$ cat src/rtl/fib_stack.sv
// Frame stack for the recursive Fibonacci datapath: responds to single-cycle
// push/pop requests from the controller and pulses readySig on completion.
module fib_stack #(
    parameter int W     = 24,
    parameter int DEPTH = 16,
    parameter int CW    = $clog2(DEPTH + 1)
) (
    input  logic          clk,
    input  logic          rstn,
    input  logic          pushSig,
    input  logic          popSig,
    input  logic [W-1:0]  push_data,
    input  logic          clr_err,
    output logic [W-1:0]  pop_data,
    output logic          readySig,
    output logic          empty,
    output logic          full,
    output logic [CW-1:0] count,
    output logic          overflow,
    output logic          underflow,
    output logic          collision
);
    localparam int AW = $clog2(DEPTH);

    typedef enum logic [1:0] {
        IDLE = 2'd0,
        PUSH = 2'd1,
        POP  = 2'd2,
        DONE = 2'd3
    } state_t;

    state_t          state_reg, state_next;
    logic [CW-1:0]   sp_reg;
    logic [W-1:0]    frame_reg;
    logic [W-1:0]    pop_data_reg;
    logic            overflow_reg, underflow_reg, collision_reg;
    logic [W-1:0]    mem [DEPTH];

    logic            is_full, is_empty;
    logic            capture, do_write, do_read;
    logic            set_overflow, set_underflow, set_collision;
    logic            ready;
    logic [AW-1:0]   wr_addr, rd_addr;

    assign is_full  = (sp_reg == CW'(DEPTH));
    assign is_empty = (sp_reg == '0);
    assign wr_addr  = sp_reg[AW-1:0];
    // When sp == DEPTH the low bits wrap to 0, so subtracting 1 lands on the top slot.
    assign rd_addr  = sp_reg[AW-1:0] - AW'(1);

    always_ff @(posedge clk or negedge rstn) begin
        if (!rstn) begin
            state_reg <= IDLE;
        end else begin
            state_reg <= state_next;
        end
    end

    always_comb begin
        state_next    = state_reg;
        capture       = 1'b0;
        do_write      = 1'b0;
        do_read       = 1'b0;
        set_overflow  = 1'b0;
        set_underflow = 1'b0;
        set_collision = 1'b0;
        ready         = 1'b0;
        case (state_reg)
            IDLE: begin
                if (pushSig) begin
                    state_next    = PUSH;
                    capture       = 1'b1;
                    set_collision = popSig;
                end else if (popSig) begin
                    state_next = POP;
                end
            end
            PUSH: begin
                state_next = DONE;
                if (is_full) begin
                    set_overflow = 1'b1;
                end else begin
                    do_write = 1'b1;
                end
            end
            POP: begin
                state_next = DONE;
                if (is_empty) begin
                    set_underflow = 1'b1;
                end else begin
                    do_read = 1'b1;
                end
            end
            DONE: begin
                state_next = IDLE;
                ready      = 1'b1;
            end
            default: state_next = IDLE;
        endcase
    end

    // Frame storage carries no reset so it can map onto a register-file RAM.
    always_ff @(posedge clk) begin
        if (do_write) begin
            mem[wr_addr] <= frame_reg;
        end
    end

    always_ff @(posedge clk or negedge rstn) begin
        if (!rstn) begin
            sp_reg        <= '0;
            frame_reg     <= '0;
            pop_data_reg  <= '0;
            overflow_reg  <= 1'b0;
            underflow_reg <= 1'b0;
            collision_reg <= 1'b0;
        end else begin
            if (capture) begin
                frame_reg <= push_data;
            end
            if (do_write) begin
                sp_reg <= sp_reg + CW'(1);
            end else if (do_read) begin
                sp_reg       <= sp_reg - CW'(1);
                pop_data_reg <= mem[rd_addr];
            end
            // A new error event outranks a simultaneous clear.
            if (set_overflow) begin
                overflow_reg <= 1'b1;
            end else if (clr_err) begin
                overflow_reg <= 1'b0;
            end
            if (set_underflow) begin
                underflow_reg <= 1'b1;
            end else if (clr_err) begin
                underflow_reg <= 1'b0;
            end
            if (set_collision) begin
                collision_reg <= 1'b1;
            end else if (clr_err) begin
                collision_reg <= 1'b0;
            end
        end
    end

    assign readySig  = ready;
    assign pop_data  = pop_data_reg;
    assign count     = sp_reg;
    assign empty     = is_empty;
    assign full      = is_full;
    assign overflow  = overflow_reg;
    assign underflow = underflow_reg;
    assign collision = collision_reg;

endmodule

$ cat config.mk
export PLATFORM = sky130hd
export DESIGN_NAME = fib_stack
export DESIGN_NICKNAME = d
export VERILOG_FILES = /design/src/rtl/fib_stack.sv
export SDC_FILE = /design/constraint.sdc
export NUM_CORES = 1
export LEC_CHECK = 0
export ABC_AREA = 1
export CORE_MARGIN = 5
export CORE_UTILIZATION = 45
export DETAILED_ROUTE_END_ITERATION = 12
export DONT_BUFFER_PORTS = 1
export GPL_TIMING_DRIVEN = 0
export PLACE_DENSITY = 0.65
export SLEW_MARGIN = 20
export SYNTH_ARGS = -nofsm -noshare
export SYNTH_HDL_FRONTEND = slang
export SYNTH_SLANG_ARGS = --single-unit
$ cat constraint.sdc
create_clock -name clk -period 5.8 [get_ports clk]
set_input_delay 0.58 -clock clk [delete_from_list [all_inputs] [get_ports clk]]
set_output_delay 0.58 -clock clk [all_outputs]
set_load 0.005 [all_outputs]
## After elaboration in Yosys (flattened, before gate mapping)

Memory sizes are Yosys's and may differ from the RTL's. A register that Yosys moved wholly into a read port is not among the register bits.
Cells that the tools add are included.

- Output and inout bits: 35
- Memory bits (read-only): 0
- Input bits: 29
- Memories: 1
- Bits in registers: 34
- Bits in latches: 0
- Memory bits (writable): 384
- Word-level logic and storage cells: 49

Memory list:

| memory | depth | bits a word | read ports | clocked after Yosys merged registers in | write ports | line | RTL |
|---|---|---|---|---|---|---|---|
| mem | 16 | 24 | 1 | 1 | 1 | 37 | `logic [W-1:0] mem [DEPTH];` |

- Order comparisons: 0
- Add/sub/neg operators: 3
- Muxes and demuxes: 24
- Div/mod/pow operators: 0
- Bitwise logic cells: 1
- Shift-type cells: 0
- Eq/ne operators: 5
- Multipliers: 0
- Reduce and logical (&&, ||, !) cells: 9

Operators with widths:

| cell | count |
|---|---|
| 1-bit 2-to-1 mux | 19 |
| 5-bit 2-to-1 mux | 2 |
| 2-bit nonzero test | 4 |
| 2-bit case mux with 3 select lines | 1 |
| 5-bit by 1-bit adder with 5-bit output, second input constant | 1 |
| 5-bit == test, second input constant | 1 |
| 5-bit logical NOT | 1 |
| 5-bit by 1-bit subtractor with 5-bit output, second input constant | 1 |
| 2-bit == test, second input constant | 2 |
| 2-bit 2-to-1 mux | 2 |
| 4-bit by 1-bit subtractor with 4-bit output, second input constant | 1 |
| 3-bit != test, second input constant | 1 |
| 2-bit by 1-bit == test with 1-bit output, second input constant | 1 |
| 2-bit logical NOT | 1 |
| 2-bit AND reduction | 1 |
| 2-bit OR reduction | 1 |
| 1-bit logical NOT | 1 |
| 1-bit inverter | 1 |

## Longest topological paths before layout

Gate-level depths: netlist (run 1).

- Depth in word-level cells: 5
- Gate-level depth with buffers: 15
- Mapped depth without buffers: 13

## Worst setup path before layout (run 1)

OpenSTA, ideal clock, no wires.

- Path type: register to register
- Start: reg sp_reg[0] (netlist: count[0])
- End: mem mem[0][0], enable pin
- Buffers on the path: 2
- Library setup time: 0.435 ns
- Arrival: 3.027 ns
- Period minus slack after synthesis: 3.463 ns
- Data required time: 5.365 ns
- Slack: 2.337 ns
- Stages on the path, launching flop included: 8
- Cells stage by stage: dfrtp_1 > inv_2 > buf_2 > buf_2 > ha_1 > nand3_2 > nand2_4 > nor3_1

- Word-level cells in the longest chain between the ends: 5

RTL lines:

| element | line | RTL |
|---|---|---|
| start: declaration | 33 | `logic [CW-1:0] sp_reg;` |
| start signal: assignment | 122 | `sp_reg <= sp_reg + CW'(1);` |
| start signal: assignment | 124 | `sp_reg <= sp_reg - CW'(1);` |
| 5-bit == test | 45 | `assign is_full = (sp_reg == CW'(DEPTH));` |
| 1-bit 2-to-1 mux | 80 | `if (is_full) begin` |
| 1-bit 2-to-1 mux | 68 | `case (state_reg)` |
| 1-bit 2-to-1 mux | 104 | `if (do_write) begin` |
| 1-bit 2-to-1 mux (not written as such) | 105 | `mem[wr_addr] <= frame_reg;` |
| end: declaration | 37 |  |

Parallel ways exist; a longest one is shown, timed or not.

## Final worst setup path (run 1)

- Start: reg sp_reg[0] (netlist: count[0])
- End: mem mem[5][13], enable pin

Same word-level chain as after synthesis.

==> results.tsv, run 1 <==
stage	metric	value	unit
power	ir_worst_vdd	0.618	mV
die	start_util	45.5	%
placement	place_congestion	0.847	
die	ios	64	
power	p_leak	9.49	nW
grt	grt_pass1_vias	12498	
sta	setup_viol	0	
sta	skew	0.0199	ns
finish	area_delta_synth_final	14.3	%
clock_tree	htreeDepth	2	
worst_setup_path	crit_type	flop to flop	
worst_setup_path	reg2reg_slack	2.30	ns
yosys	ys_types	29	
sta	post-route-period-util	60.4	%
finish	fillers	3513	
sta	slew_headroom	31.6	%
worst_hold_path	holdPathEnd	underflow	
clock_tree	cts-resized-gates	0	
sta	grt_setup_unrepaired	no	
detailed_routing	ant_nets	0	
yosys	yosys-top-cells-area	edfxtp_1 60%, nand2_1 11%, nand3_1 7.7%, dfrtp_1 7.6%, inv_1 6.5%	
finish	drive_above_1_share	10.5	%
finish	final_cell_mix	554 x nand2_1, 384 x edfxtp_1, 331 x inv_1	
finish	n_antenna_cell	0	
worst_setup_path	slowest_delay	0.69	ns
detailed_routing	drc	0	
grt	grt_pass1_wl	76600	microns
detailed_routing	drt_wl_total	51000	microns
detailed_routing	vias	12767	
sta	max_freq	286	MHz
yosys	yosys.area.top_type	edfxtp_1	
die	std_cell_rows	75	
worst_setup_path	crit_top_cell	buf_2	
clock_tree	cts_sinks	442	
worst_setup_path	cp-end-kind	flop	
placement	portBuffers	0	
worst_setup_path	crit_arrival	3.76	ns
finish	mostFrequentLayoutCell	nand2_1	
worst_hold_path	hold_depth	1	
finish	nNetsFinal	1949	
worst_hold_path	min_from	clr_err	
yosys	synth.top_cell.area_share	60.4	%
worst_setup_path	r2r_start	count[0]	
clock_tree	cts_buffers	47	
finish	utilization	52.0	%
worst_setup_path	path_cells	inv_2 > buf_2 > buf_2 > ha_1 > nand3_2 > nand2_4 > inv_1 > nand2_1 > nor2_4 > buf_8	
die	die_area	46700	sq um
clock_tree	cts_tree	yes	
clock_tree	ctsRootBufferMaster	clkbuf_16	
worst_setup_path	rr_worst_depth	10	
yosys	synth-seq-cells	442	
sta	finalMaxSlewViolations	0	
worst_setup_path	required	6.06	ns
grt	grt_max_degree	59	
power	p_per_area	597	nW/um^2
yosys	synth_cells	1832	
yosys	syn_avg_cell_area	10.4	sq um
yosys	seq_area_frac_synth	68.0	%
sta	worst_hold_slack	0.118	ns
worst_hold_path	hp-class	primary input to flop	
detailed_routing	dr.pass1.iters	5	
flow_run	max_cap_viol_count	0	
die	die_y	216	microns
worst_setup_path	worstReg2RegEnd	mem[5][13]	
yosys	ys_warn_count	0	
clock_tree	cts_buffer_depth	3	
yosys	syn_area	19100	sq um
sta	worst_pin_slew	1.03	ns
die	core	41900	sq um
grt	antenna_found_initial	0	
yosys	syn_nets	1874	
worst_setup_path	cp_max_fo	16	
worst_setup_path	critPathLaunchType	flop	
grt	grt_overflow	0	
sta	final_hold_viol_count	0	
clock_tree	clk_pin_slew	0.06	ns
detailed_routing	via_per_inst	5.14	
clock_tree	clock_latency	0.57	ns
sta	min_period	3.50	ns
clock_tree	post-cts-setup-buffers	0	
detailed_routing	wire_per_inst	20.5	microns
grt	grt_use_total	21.9	%
placement	dp_hpwl	33600	microns
status	status	complete, no violations	
finish	largest_reg_flops	384	
worst_setup_path	slowest_stage	nor2_4	
detailed_routing	dr.first_iter.drc_count	1107	
die	die_w	216	microns
sta	finalSetupTns	0	ns
-- where the power goes --
part,total (mW),internal [mW],leakage [nW],switching [mW]
clock,2.94,1.72,0.745,1.22
sequential,4.87,4.30,4.17,0.569
combinational,5.22,1.56,4.57,3.66
-- what timing repair did --
action	4_1_cts	5_1_grt
hold endpoints to repair	58	0
setup endpoints to repair	0	0
hold buffers	2	0
-- how the worst max path moves through the flow --
stage	to	depth (start not counted)	start
6_report	mem[5][13]	10	count[0]
3_5_place_dp	mem[5][13]	10	count[0]
4_1_cts	mem[5][15]	10	count[0]
5_1_grt	mem[5][13]	10	count[0]
3_3_place_gp	mem[4][14]	6	count[0]
2_1_floorplan	mem[0][0]	7	count[0]
-- cells by family after synthesis --
group / Yosys count / synth area share (%)
flops: 442 / 68.0
xor+xnor: 3 / 0.216
mux: 24 / 1.42
buf+inv: 418 / 8.90
fa+ha+maj: 13 / 0.891
simple gates: 921 / 20.3
compound gates: 11 / 0.328
-- critical path, delay by kind of cell, from the launching register on --
family | cells | cell delay (ns)
flops | 1 | 0.56
buf+inv | 5 | 1.03
simple gates | 4 | 1.21
fa+ha+maj | 1 | 0.36
-- metrics by stage --
stage               setup slack, ns  std cells  power (mW)  instance area, sq um
floorplan                      2.34       1832        7.98                 19100
global placement             -0.367       2371        9.83                 19800
detailed placement             2.34       2395        10.1                 20300
CTS                            2.30       2483        13.1                 21800
global route                   2.24       2483        13.8                 21800
finish                         2.30       2483        13.0                 21800
-- metal layers --
metal	share of wire [%]	vias up	GRT usage, %
met4	4.5	0	9.29
met5	0	-	0
li1	-	6042	-
met3	8.2	139	4.64
met1	41	6061	28.8
met2	46	525	35.4
-- final cells by class --
cell class	count	area (sq um)	share of cell area (%)
Sequential cell	442	13000	59.5
Multi-Input combinational cell	972	4530	20.7
Clock buffer	67	1350	6.20
Inverter	335	1260	5.76
Tap cell	539	674	3.09
Buffer	83	443	2.03
Timing Repair Buffer	26	425	1.95
Clock inverter	19	166	0.762
-- cells in the mapped netlist --
cell type	number
a21oi_1	1
a31oi_1	1
buf_1	6
buf_2	33
buf_4	22
buf_6	1
clkbuf_1	21
dfrtp_1	58
edfxtp_1	384
fa_1	1
ha_1	12
inv_1	331
inv_2	4
mux2_2	24
nand2_1	554
nand2_2	1
nand2_4	1
nand3_1	293
nand3_2	2
nand3_4	1
nor2_1	64
nor2_4	1
nor3_1	4
o21ai_0	6
o21bai_1	2
o22ai_1	1
xnor2_2	1
xor2_1	1
xor2_2	1
Note: power is estimated with default switching activity, not from simulation.
==> run 2, diff against run 1 <==
==> constraint.sdc (replaced) <==
create_clock -name clk -period 3.47 [get_ports clk]
set_input_delay 0.347 -clock clk [delete_from_list [all_inputs] [get_ports clk]]
set_output_delay 0.347 -clock clk [all_outputs]
set_load 0.005 [all_outputs]
==> results.tsv, run 2 (synthesis gave the netlist of run 1 again) <==
stage	metric	value	unit	change
status	status	complete, no violations		
sta	layout_setup_ws	0.0399	ns	-2.26 ns
worst_setup_path	rr_worst_depth	12		+2
sta	grt_setup_unrepaired	no		
clock_tree	cts_buffers	47		unchanged
finish	drive_above_1_share	10.5	%	-0.064 points
sta	min_period	3.43	ns	-0.0706 ns
worst_setup_path	cp-end-kind	flop		
grt	grt_pass1_wl	77000	microns	+0.57%
finish	utilization	52.8	%	+0.73 points
worst_setup_path	crit_end	pop_data[7]		
flow_run	max_cap_viol_count	0		unchanged
detailed_routing	dr.first_iter.drc_count	1090		-1.5%
die	ios	64		unchanged
detailed_routing	ant_nets	0		unchanged
placement	place_ws	0.0123	ns	-2.33 ns
power	ir_worst_vdd	1.04	mV	+67%
worst_setup_path	reg2reg_slack	0.04	ns	-2.26 ns
worst_hold_path	hp-class	primary input to asynchronous set/reset pin		
detailed_routing	wire_per_inst	20.3	microns	-0.95%
detailed_routing	dr.pass1.iters	6		+1
die	core	41900	sq um	unchanged
grt	grt_pass1_vias	12658		+1.3%
clock_tree	htreeDepth	2		unchanged
detailed_routing	drc	0		unchanged
detailed_routing	drt_wl_total	51100	microns	+0.29%
placement	place_congestion	0.847		unchanged
worst_setup_path	cp_num_cells	12		+2
placement	place_area	20300	sq um	unchanged
worst_setup_path	r2r_start	count[0]		
worst_setup_path	crit_type	flop to flop		
grt	grt_overflow	0		unchanged
grt	antenna_found_initial	0		unchanged
detailed_routing	vias	12875		+0.85%
worst_setup_path	slowest_delay	0.81	ns	+0.12 ns
clock_tree	cts_tree	yes		
sta	post-route-period-util	98.8	%	+38 points
finish	final_area	22100	sq um	+1.4%
finish	area_delta_synth_final	15.9	%	
finish	final_cell_mix	554 x nand2_1, 384 x edfxtp_1, 331 x inv_1		
placement	portBuffers	0		unchanged
sta	skew	0.0168	ns	-0.00312 ns
detailed_routing	via_per_inst	5.12		-0.40%
finish	largest_reg_flops	384		unchanged
clock_tree	cts_sinks	442		unchanged
worst_setup_path	critPathLaunchType	flop		
clock_tree	clk_pin_slew	0.06	ns	about the same
clock_tree	clock_latency	0.57	ns	about the same
sta	setup_viol	0		unchanged
worst_setup_path	worstSetupStartpoint	count[0]		
power	p_leak	9.63	nW	+1.4%
die	std_cell_rows	75		unchanged
finish	mostFrequentLayoutCell	nand2_1		
clock_tree	ctsRootBufferMaster	clkbuf_16		
clock_tree	cts_buffer_depth	3		unchanged
power	p_per_area	986	nW/um^2	+65%
worst_setup_path	critPathBufInv	5		unchanged
die	die_area	46700	sq um	unchanged
worst_setup_path	path_cells	inv_2 > buf_2 > buf_2 > ha_1 > buf_2 > buf_1 > nand3_1 > nand3_1 > nand3_1 > nand2_1 > nand2_1 > nand2_1		
worst_setup_path	worstReg2RegEnd	pop_data[7]		
sta	worst_pin_slew	1.02	ns	-0.00286 ns
sta	final_hold_viol_count	0		unchanged
worst_setup_path	crit_arrival	3.93	ns	+0.17 ns
die	die_y	216	microns	unchanged
placement	dp_hpwl	33600	microns	unchanged
sta	max_freq	292	MHz	+2.1%
die	die_w	216	microns	unchanged
die	start_util	45.5	%	unchanged
worst_setup_path	crit_family	buffers and inverters		
worst_setup_path	cp_max_fo	12		-4
grt	grt_use_total	22.0	%	+0.10 points
finish	nNetsFinal	1980		+1.6%
finish	n_antenna_cell	0		unchanged
sta	finalMaxSlewViolations	0		unchanged
worst_setup_path	required	3.97	ns	-2.09 ns
worst_setup_path	slowest_stage	buf_1		
sta	slew_headroom	31.8	%	+0.19 points
grt	grt_max_degree	59		unchanged
## run 2: worst min-delay path by stage
stage                     from       endpoint  cells past startpoint  slack [ns]
after floorplan           rstn      collision                      0        0.05
after global placement    rstn  frame_reg[22]                      0        0.05
after detailed placement  rstn  frame_reg[22]                      0        0.05
after CTS                 rstn       count[1]                      2        0.36
after global routing      rstn    pop_data[1]                      2        0.41
final                     rstn   frame_reg[0]                      2        0.38
## run 2: per-stage QoR
step / power (mW) / cells / setup TNS (ns) / hold slack (ns)
finish: 21.8 / 2514 / 0 / 0.383
global route: 23.1 / 2514 / 0 / 0.408
CTS: 21.9 / 2514 / 0 / 0.356
detailed placement: 16.9 / 2395 / 0 / 0.0545
global placement: 16.4 / 2371 / -502.49 / 0.0545
floorplan: 13.3 / 1832 / 0 / 0.0514
## run 2: timing repair
item	4_1_cts	5_1_grt
endpoints found under the setup margin	9	0
buffers inserted	2	0
gates resized for setup	0	0
endpoints found under the hold margin	87	0
hold buffers	31	0
## run 2: final cells by class
type | instances | area (sq um)
inverters | 335 | 1260
flip-flops and latches | 442 | 13000
fillers | 3484 | 19800
clock buffers | 67 | 1350
repair buffers | 57 | 731
multi-input cells | 972 | 4530
well taps | 539 | 674
plain buffers | 83 | 443
clock inverters | 19 | 166
## run 2: layer usage
| metal | wire [microns] | track usage, % | vias to the layer above |
|---|---|---|---|
| met5 | 0 | 0 | - |
| met4 | 2390 | 9.41 | 0 |
| met3 | 4200 | 4.53 | 144 |
| met2 | 23700 | 35.6 | 553 |
| met1 | 20900 | 28.9 | 6081 |
| li1 | - | - | 6097 |
## run 2: power breakdown
group / internal, mW / switching [mW]
registers: 7.19 / 0.948
logic: 2.64 / 6.12
clock network: 2.87 / 2.05
total: 12.7 / 9.12
